$ cat src/rtl/framing_pkg.sv
// Shared framing-chain definitions: encoder state encoding, default K=7 generators, coded word width.
package framing_pkg;

    localparam int WORD_W = 16;

    // MSB of each generator taps the current input bit, LSB taps the oldest (delay 6)
    localparam logic [6:0] G0_DEF = 7'o133;
    localparam logic [6:0] G1_DEF = 7'o171;

    typedef enum logic [1:0] {
        ST_IDLE   = 2'd0,
        ST_ENCODE = 2'd1,
        ST_TAIL   = 2'd2
    } enc_state_t;

endpackage

$ cat src/rtl/conv_enc_byte.sv
// Rate-1/2 K=7 encoding of one byte, bit 0 first, as eight chained combinational steps.
// Latency: 0 (purely combinational). Backpressure: none.
// Flow: sr_in is the shift register before bit 0, sr_out after bit 7.
module conv_enc_byte
    import framing_pkg::*;
#(
    parameter logic [6:0] G0 = G0_DEF,
    parameter logic [6:0] G1 = G1_DEF
) (
    input  logic [7:0]        din,
    input  logic [5:0]        sr_in,
    output logic [WORD_W-1:0] word,
    output logic [5:0]        sr_out
);

    always_comb begin
        logic [5:0] sr;
        logic [6:0] win;
        sr   = sr_in;
        win  = '0;
        word = '0;
        for (int i = 0; i < 8; i++) begin
            // win[6] is the current bit, win[6-k] the bit delayed k
            win           = {din[i], sr[0], sr[1], sr[2], sr[3], sr[4], sr[5]};
            word[2*i]     = ^(win & G0);
            word[2*i+1]   = ^(win & G1);
            sr            = {sr[4:0], din[i]};
        end
        sr_out = sr;
    end

endmodule

$ cat src/rtl/conv_encoder.sv
// Frame-level rate-1/2 K=7 convolutional encoder with zero-flush tail word; optional CONV_BYTE_COUNT_EN.
// Latency: 1 clk din -> dout; N encoded bytes produce N+1 words.
// Backpressure: none, one word per clk.
module conv_encoder
    import framing_pkg::*;
#(
    parameter logic [6:0] G0 = G0_DEF,
    parameter logic [6:0] G1 = G1_DEF
) (
    input  logic              clk,
    input  logic              reset_n,
    input  logic [7:0]        din,
    input  logic              indicator,
    output logic [WORD_W-1:0] dout,
    output logic              next_indicator
`ifdef CONV_BYTE_COUNT_EN
    ,
    output logic [15:0]       byte_count
`endif
);

    enc_state_t        state, state_nx;
    logic [5:0]        sr, sr_nx;
    logic [WORD_W-1:0] dout_nx;
    logic              next_indicator_nx;
    logic              first, first_nx;
    logic [7:0]        enc_din;
    logic [WORD_W-1:0] enc_word;
    logic [5:0]        enc_sr;

    // The tail flushes the shift register with zeros regardless of din
    assign enc_din = (state == ST_TAIL) ? 8'h00 : din;

    conv_enc_byte #(
        .G0 (G0),
        .G1 (G1)
    ) u_enc (
        .din    (enc_din),
        .sr_in  (sr),
        .word   (enc_word),
        .sr_out (enc_sr)
    );

    always_ff @(posedge clk or negedge reset_n) begin
        if (!reset_n) begin
            state          <= ST_IDLE;
            sr             <= '0;
            dout           <= '0;
            next_indicator <= 1'b0;
            first          <= 1'b0;
        end else begin
            state          <= state_nx;
            sr             <= sr_nx;
            dout           <= dout_nx;
            next_indicator <= next_indicator_nx;
            first          <= first_nx;
        end
    end

    always_comb begin
        state_nx          = ST_IDLE;
        sr_nx             = '0;
        dout_nx           = '0;
        next_indicator_nx = 1'b0;
        first_nx          = 1'b0;
        case (state)
            ST_IDLE: begin
                // The start-pulse byte is not encoded; the pulse rides out with the first word
                if (indicator) begin
                    state_nx = ST_ENCODE;
                    first_nx = 1'b1;
                end
            end
            ST_ENCODE: begin
                dout_nx           = enc_word;
                sr_nx             = enc_sr;
                next_indicator_nx = first;
                state_nx          = indicator ? ST_TAIL : ST_ENCODE;
            end
            ST_TAIL: begin
                dout_nx           = enc_word;
                next_indicator_nx = 1'b1;
                if (indicator) begin
                    state_nx = ST_ENCODE;
                    first_nx = 1'b1;
                end
            end
            default: begin
                state_nx = ST_IDLE;
            end
        endcase
    end

`ifdef CONV_BYTE_COUNT_EN
    always_ff @(posedge clk or negedge reset_n) begin
        if (!reset_n) begin
            byte_count <= '0;
        end else if (indicator && (state == ST_IDLE || state == ST_TAIL)) begin
            byte_count <= '0;
        end else if (state == ST_ENCODE && byte_count != 16'hFFFF) begin
            byte_count <= byte_count + 16'd1;
        end
    end
`endif

endmodule

$ cat config.mk
export PLATFORM = sky130hd
export DESIGN_NAME = conv_encoder
export DESIGN_NICKNAME = d
export VERILOG_FILES = /design/src/rtl/framing_pkg.sv /design/src/rtl/conv_enc_byte.sv /design/src/rtl/conv_encoder.sv
export SDC_FILE = /design/constraint.sdc
export NUM_CORES = 1
export LEC_CHECK = 0
export CAP_MARGIN = 0
export CORE_UTILIZATION = 53
export DETAILED_ROUTE_END_ITERATION = 8
export GPL_TIMING_DRIVEN = 1
export PLACE_DENSITY = 0.83
export SYNTH_ARGS = -nofsm -noshare
export SYNTH_HDL_FRONTEND = slang
export SYNTH_SLANG_ARGS = --single-unit
$ cat constraint.sdc
create_clock -name clk -period 3.92 [get_ports clk]
set_input_delay 0.784 -clock clk [delete_from_list [all_inputs] [get_ports clk]]
set_output_delay 0.784 -clock clk [all_outputs]
set_load 0.02 [all_outputs]
==> results of run 1 <==
[per-layer routing]
metal  GRT usage (%)  routed length [um]  share of wire, %  vias up
met1            23.9                1020                46      427
met2            33.1                1070                49       22
met5               0                   0                 0        -
met4            9.91                  40               1.8        0
li1                -                   -                 -      432
met3            2.63                  73               3.3        4
[logic make-up after synthesis]
group | after synthesis | synth area share, %
AOI/OAI and AO/OA | 7 | 3.08
xor gates and xnor gates | 26 | 18.7
adders and majority gates | 4 | 3.85
buffers and inverters | 6 | 1.73
DFF | 26 | 50.0
muxes | 9 | 6.92
and+or+nand+nor | 41 | 15.8
[layout by cell type (no fill, tap or decap), types with 5 or more instances in the layout]
cell and count:
clkdlybuf4s50_1 27, xnor2_1 18, nor2_1 12, xor2_1 6, nand2_1 8, dfrtp_1 26
mux2i_1 9, and2_1 6, nand2b_1 5
[per-stage QoR]
step | setup slack (ns) | std cells | power (W) | hold WS, ns
final | 1.81 | 175 | 0.00115 | 0.531
after global routing | 1.70 | 175 | 0.00123 | 0.569
after CTS | 1.83 | 175 | 0.00116 | 0.536
after detailed placement | 1.51 | 172 | 0.00105 | 0.505
after global placement | 1.48 | 172 | 0.00103 | 0.494
after floorplan | 2.29 | 119 | 0.000840 | 0.485
[how the worst max path moves through the flow]
stage	start	to	cells past startpoint
floorplan	din[2]	dout[9]	4
global placement	din[2]	dout[9]	5
detailed placement	din[2]	dout[11]	5
CTS	din[2]	dout[9]	5
global route	din[2]	dout[11]	5
finish	din[2]	dout[9]	5
[worst max-delay path, stage by stage]
cell             delay, ns
clkdlybuf4s50_1       0.50
xnor2_1               0.50
nand2_1               0.12
a21oi_1               0.25
mux2i_1               0.21
[where the power goes]
part	internal, W	switching, W
clock	0.0000359	0.0000735
sequential	0.000363	0.0000428
combinational	0.000299	0.000334
total	0.000698	0.000451
[area by class of cell]
class,instances,area [um2]
repair buffers,27,270
inverters,4,15.0
well taps,28,35.0
clock buffers,3,22.5
fillers,178,633
flip-flops and latches,26,651
multi-input cells,87,628
[registers in the layout (all words and copies together) (netlist names)]
signal          count
state               2
next_indicator      1
sr                  6
dout               16
first               1
==> impl_metrics.tcl, run 1 <==
set metrics [dict create \
    report.final.setup_viol 0 \
    routed_via_density 5.06 \
    ir_worst_vdd_v 0.000470 \
    synthTopCellsByArea "dfrtp_1 50%, xnor2_1 12%, mux2i_1 6.9%" \
    placed_cell_area_um2 1600 \
    worst_pin_slew_ns 1.11 \
    path_max_fanout 5 \
    routed_wl_um 2200 \
    synthToLayoutAreaGrowth_pct 24.6 \
    drc 0 \
    drt_iter0_drc 11 \
    fin_util_pct 71.9 \
    finalClockSkew_ns 0.00758 \
    die_h_um 51.6 \
    period_minus_slack_ns 2.11 \
    synth_seq_cells 26 \
    post_cts_buffers 0 \
    drtPass1Iterations 4 \
    hold_path_depth 2 \
    synth_common_cells "26 x dfrtp_1, 18 x xnor2_1, 12 x nor2_1" \
    antenna_found_initial 0 \
    cts_tree "yes" \
    die_x_um 51.6 \
    clock_path_buffers 2 \
    ys_seq_area_share_pct 50.0 \
    grt_pass1_wl_um 3710 \
    numCtsBuffers 3 \
    synth_edf_count 0 \
    reg2regPathDepth 6 \
    num_vias 885 \
    cts_resized 0 \
    r2r-end "dout[1]" \
    core_um2 2250 \
    rrSetupSlack_ns 1.92 \
    clkLatencyLatePin_ns 0.31 \
    wl_per_cell_um 12.6 \
    rsz0062_at_grt "false" \
    final-hold-violation-count 0 \
    grt_pass1_vias 858 \
    overflow 0 \
    worstPathRequired_ns 4.16 \
    drive_above_1_share_pct 4.08 \
    slew_headroom_pct 25.4 \
    netlist.area_leader.share_pct 50.0 \
    h-tree-depth 1 \
    syn_nets 134 \
    start_util_pct 57.7 \
    start_kind "primary input" \
    crit_type "in -> reg" \
    ctsHoldBuffers 0 \
    maxSlewViolCount 0 \
    clock-sinks 26 \
    timing.rr.start "state[0]" \
    max_freq_mhz 473 \
    root_buffer "clkbuf_4" \
    min_to "next_indicator" \
    critPathCaptureType "register" \
    leakagePower_nw 0.741 \
    grtUsageTotal_pct 19.4 \
    synth_cell_types 23 \
    synthArstFlopShare_pct 100 \
    yosysTopAreaCell "dfrtp_1" \
    num_io_pins 28 \
    syn-instance-count 119 \
    ant_nets 0 \
    synth_most_common_cell "dfrtp_1" \
    antenna_cells 0 \
    clk_pin_slew_ns 0.13 \
    synth_ff_type "dfrtp_1" \
    cp.arrival_ns 2.35 \
    fin_tns_setup_ns 0 \
    nets 164 \
    dieArea_um2 2660 \
    std_cell_rows 17 \
    fin_area_um2 1620 \
    power.density_nw_per_um2 708 \
    worstHoldStart "first" \
    port_buffers 27 \
    yosys_warnings 0 \
    syn-mean-instance-area_um2 10.9 \
    grt_start_max_net_pins 27 \
    place_hpwl_um 1670 \
    synthesis.area_um2 1300 \
    hp-class "reg -> reg" \
    cap_viol_max_count 0 \
    status "finished, final reports clean" \
    place_congestion 0.849 \
    fin_crit_sh_pct 53.9 \
]
Note: power is estimated with default switching activity, not from simulation.
==> inputs of run 2 (changes only) <==
--- a/config.mk
+++ b/config.mk
@@ -6,10 +6,10 @@
 export NUM_CORES = 1
 export LEC_CHECK = 0
 export CAP_MARGIN = 0
-export CORE_UTILIZATION = 53
+export CORE_UTILIZATION = 49
 export DETAILED_ROUTE_END_ITERATION = 8
 export GPL_TIMING_DRIVEN = 1
-export PLACE_DENSITY = 0.83
+export PLACE_DENSITY = 0.77
 export SYNTH_ARGS = -nofsm -noshare
 export SYNTH_HDL_FRONTEND = slang
 export SYNTH_SLANG_ARGS = --single-unit
==> constraint.sdc (replaced) <==
create_clock -name clk -period 2.1 [get_ports clk]
set_input_delay 0.42 -clock clk [delete_from_list [all_inputs] [get_ports clk]]
set_output_delay 0.42 -clock clk [all_outputs]
set_load 0.02 [all_outputs]
==> run 2 against run 1 <==
Cell area increased by 2.5%. Clock-buffer cell count unchanged. Flip-flop and latch count unchanged. Utilization decreased by 5.5 points. Highest routed layer unchanged.
==> impl_metrics.tcl, run 2 (synthesized netlist as in run 1, its figures left out) <==
set metrics [dict create \
    period_minus_slack_ns 1.74 \
    grtUsageTotal_pct 17.9 \
    num_io_pins 28 \
    overflow 0 \
    grt_start_max_net_pins 27 \
    port_buffers 27 \
    power_w 0.00217 \
    largest_register_ffs 16 \
    regMostFlops "dout" \
    final_cell_mix "27 x clkdlybuf4s50_1, 26 x dfrtp_1, 18 x xnor2_1, 12 x nor2_1, 9 x mux2i_1" \
    hp-class "in -> async" \
    std_cell_rows 18 \
    holdWs_ns 0.449 \
    dieArea_um2 2870 \
    cp_slowest_stage_delay_ns 0.42 \
    antenna_cells 0 \
    rsz0062_at_grt "false" \
    numCtsBuffers 3 \
    detailedPlace.worstSlack_ns 0.0631 \
    path_max_fanout 7 \
    fin_tns_setup_ns 0 \
    synthToLayoutAreaGrowth_pct 27.7 \
    drt_iter0_drc 13 \
    drc 0 \
    cap_viol_max_count 0 \
    clkLatencyLatePin_ns 0.31 \
    critPathCaptureType "register" \
    cp-startpoint "state[0]" \
    cp_cell_sequence "inv_1 -> ha_1 -> and2b_1 -> xnor2_1 -> xnor2_1 -> mux2i_1" \
    ant_nets 0 \
    die_h_um 53.5 \
    ctsHoldBuffers 0 \
    slowest_stage "dfrtp_1" \
    rrSetupSlack_ns 0.36 \
    antenna_found_initial 0 \
    post_cts_buffers 0 \
    die_x_um 53.5 \
    status "finished, final reports clean" \
    worstPathRequired_ns 2.33 \
    leakagePower_nw 0.766 \
    num_vias 881 \
    setup_slack_ns 0.356 \
    drtPass1Iterations 4 \
    cts_tree "yes" \
    clock_path_buffers 2 \
    place_hpwl_um 1770 \
    ir_worst_vdd_v 0.000844 \
    maxSlewViolCount 0 \
    drive_above_1_share_pct 7.24 \
    cts_resized 0 \
    grt_pass1_vias 853 \
    power.density_nw_per_um2 1310 \
    core_um2 2500 \
    clk_pin_slew_ns 0.14 \
    root_buffer "clkbuf_4" \
    nets 169 \
    max_freq_mhz 573 \
    timing.rr.start "state[0]" \
    routed_wl_um 2240 \
    worst_pin_slew_ns 0.341 \
    h-tree-depth 1 \
    wl_per_cell_um 12.3 \
    routed_via_density 4.84 \
    fillers 205 \
    cp_common_cell "xnor2_1" \
    final_common_cell "clkdlybuf4s50_1" \
    crit_type "reg -> reg" \
    cp.arrival_ns 1.98 \
    fin_util_pct 66.5 \
    top_regs "dout: 16 flops, sr: 6 flops, state: 2 flops" \
    fin_crit_sh_pct 83.0 \
    final-hold-violation-count 0 \
    start_util_pct 52.1 \
    report.final.setup_viol 0 \
    grt_pass1_wl_um 3620 \
    finalClockSkew_ns 0.0129 \
    place_congestion 0.858 \
    start_kind "register" \
    slew_headroom_pct 77.1 \
    clock-sinks 26 \
]
-- run 2: cell types whose count changed in the layout (fill, tap and decap cells not counted) --
| cell | before | now |
|---|---|---|
| buf_4 | 0 | 5 |
-- run 2: final cells by class --
cell class | count | area [um2] | share of cell area [%]
multi-input combinational | 87 | 628 | 37.8
clock buffer | 3 | 22.5 | 1.36
sequential | 26 | 651 | 39.2
timing repair buffer | 32 | 308 | 18.5
inverter | 4 | 15.0 | 0.904
tap | 30 | 37.5 | 2.26
-- run 2: power breakdown --
| group | switching [W] | internal, W |
|---|---|---|
| logic | 0.000632 | 0.000584 |
| registers | 0.0000767 | 0.000677 |
| clock network | 0.000135 | 0.0000670 |
-- run 2: stage by stage --
stage	instance area (um2)	std cells
final	1660	182
after global placement	1640	179
after floorplan	1300	119
after global routing	1660	182
after CTS	1660	182
after detailed placement	1640	179
-- run 2: critical path, delay by kind of cell, from the launching register on --
family	cells	cell delay (ns)
simple gates	1	0.25
fa+ha+maj	1	0.28
mux	1	0.23
buf+inv	1	0.09
xor+xnor	2	0.41
flops	1	0.42
-- run 2: routing by layer --
layer | wire (um) | up-vias | GRT usage [%]
met4 | 50 | 0 | 9.21
met2 | 1100 | 23 | 30.6
met3 | 73 | 4 | 1.69
met5 | 0 | - | 0
met1 | 1010 | 410 | 22.3
li1 | - | 444 | -
-- run 2: path summary, 6_finish.rpt --
| kind | endpoint | cells after the start |
|---|---|---|
| worst max-delay path | dout[1] | 6 |
| worst min-delay path | sr[1] | 2 |
| worst max register to register | dout[1] | 6 |
| worst min register to register | next_indicator | 2 |
| max in group asynchronous | dout[6] | 2 |
| min in group clk | next_indicator | 2 |
==> inputs of run 3 (changes only) <==
==> constraint.sdc (replaced) <==
create_clock -name clk -period 1.61 [get_ports clk]
set_input_delay 0.322 -clock clk [delete_from_list [all_inputs] [get_ports clk]]
set_output_delay 0.322 -clock clk [all_outputs]
set_load 0.02 [all_outputs]
==> run 3 against run 2 <==
First-iteration DRC count fell by 23%. Clock-buffer cell count rose by 1. Worst setup slack got worse by 0.33 ns. Register-to-register slack got worse by 0.33 ns. Utilization rose by 7.5 points. Die area did not move. Clock power rose by 61%. Clock skew fell by 0.0062 ns. Cell area rose by 11%. Hold slack got worse by 0.10 ns. Critical path type unchanged. Critical endpoint is now dout[3].
==> impl_metrics.tcl, run 3 (synthesized netlist as in run 1, its figures left out) <==
set metrics [dict create \
    status "finished, final reports clean" \
    clkLatencyLatePin_ns 0.31 \
    synthToLayoutAreaGrowth_pct 42.0 \
    crit_type "reg -> reg" \
    num_io_pins 28 \
    cap_viol_max_count 0 \
    leakagePower_nw 1.10 \
    top_regs "dout: 16 flops, sr: 6 flops, state: 2 flops" \
    power.density_nw_per_um2 1650 \
    drive_above_1_share_pct 18.7 \
    hp-class "in -> async" \
    final_cell_mix "26 x dfrtp_1, 18 x buf_4, 16 x dlymetal6s2s_1, 15 x xnor2_1, 12 x nor2_1" \
    drt_iter0_drc 10 \
    nets 182 \
    fin_area_um2 1850 \
    wl_per_cell_um 12.6 \
    clock_path_buffers 2 \
    cts_tree "yes" \
    start_kind "register" \
    dieArea_um2 2870 \
    reg2regPathDepth 6 \
    worstSetupPathDepth 6 \
    overflow 0 \
    finalClockSkew_ns 0.00669 \
    place_hpwl_um 1890 \
    cp_slowest_stage_delay_ns 0.41 \
    final_common_cell "dfrtp_1" \
    grt_start_max_net_pins 27 \
    cp.arrival_ns 1.82 \
    routed_wl_um 2480 \
    num_vias 929 \
    slew_headroom_pct 70.9 \
    placed_cell_area_um2 1720 \
    drc 0 \
    antenna_found_initial 0 \
    crit_buf_inv 1 \
    port_buffers 27 \
    final-hold-violation-count 0 \
    worstPathRequired_ns 1.85 \
    antenna_cells 0 \
    die_h_um 53.5 \
    worst_pin_slew_ns 0.433 \
    regMostFlops "dout" \
    grt_pass1_vias 919 \
    instances_no_fill 196 \
    clock-sinks 26 \
    largest_register_ffs 16 \
    routed_via_density 4.74 \
    path_max_fanout 4 \
    fin_crit_sh_pct 98.3 \
    place_congestion 0.826 \
    core_um2 2500 \
    report.final.setup_viol 0 \
    h-tree-depth 1 \
    rsz0062_at_grt "true" \
    slowest_stage "dfrtp_1" \
    start_util_pct 52.1 \
    critPathCaptureType "register" \
    maxSlewViolCount 0 \
    grtUsageTotal_pct 20.1 \
    crit_family "simple AND/OR/NAND/NOR gates" \
    ctsHoldBuffers 0 \
    root_buffer "clkbuf_4" \
    std_cell_rows 18 \
    place_inst 190 \
    fin_tns_setup_ns 0 \
    numCtsBuffers 3 \
    grt_pass1_wl_um 4110 \
    drtPass1Iterations 4 \
    max_freq_mhz 632 \
    cp_cell_sequence "inv_2 -> ha_4 -> and2b_2 -> xor2_1 -> or2_2 -> mux2i_1" \
    period_minus_slack_ns 1.58 \
    ir_worst_vdd_v 0.00104 \
    die_x_um 53.5 \
    ant_nets 0 \
    clk_pin_slew_ns 0.14 \
]
[run 3: worst register-to-register path, cell delays in order, from the launching register on]
cell     delay, ns
dfrtp_1       0.41
inv_2         0.08
ha_4          0.15
and2b_2       0.25
xor2_1        0.15
or2_2         0.28
mux2i_1       0.18
[run 3: cell type report]
type                    instances  area [um2]
clock buffers                   4        36.3
inverters                       4        15.0
flip-flops and latches         26         651
fillers                       178         652
repair buffers                 45         444
multi-input cells              87         664
well taps                      30        37.5
[run 3: stage by stage]
step | setup slack, ns | hold WS (ns) | utilization [%] | total power, W
global placement | -0.197 | 0.496 | 68.9 | 0.00261
floorplan | 0.0678 | 0.0264 | - | 0.00205
finish | 0.0275 | 0.348 | 73.9 | 0.00304
detailed placement | -0.284 | 0.524 | 68.9 | 0.00267
global route | -0.0516 | 0.394 | 73.9 | 0.00328
CTS | 0.00187 | 0.356 | 70.7 | 0.00302
[run 3: path summary, 6_finish.rpt]
check	from	endpoint	slack, ns
min	reset_n	dout[7]	0.35
max reg2reg	state[0]	dout[3]	0.03
max in group asynchronous	reset_n	dout[13]	1.02
min in group clk	first	next_indicator	0.56
max	state[0]	dout[3]	0.03
min reg2reg	first	next_indicator	0.56
[run 3: layer usage]
metal | GRT usage (%) | wire, um | vias to the layer above | part of all wire, %
li1 | - | - | 469 | -
met1 | 25.8 | 1120 | 439 | 45
met2 | 36.0 | 1280 | 21 | 52
met3 | 2.54 | 76 | 0 | 3.1
met4 | 3.95 | 0 | 0 | 0
met5 | 0 | 0 | - | 0
[run 3: report_power, final]
group          total (W)  leakage (nW)  internal [W]  switching [W]
Clock           0.000326        0.0210      0.000138       0.000188
Combinational    0.00174         0.733      0.000853       0.000882
Sequential      0.000981         0.341      0.000882      0.0000995
Total            0.00304          1.10       0.00187        0.00117
[run 3: what timing repair did]
action	in CTS	in global routing
resized for setup	2	22
endpoints found under the setup margin	4	22
hold endpoints to repair	0	0
buffers inserted	1	1
pin swaps	1	2
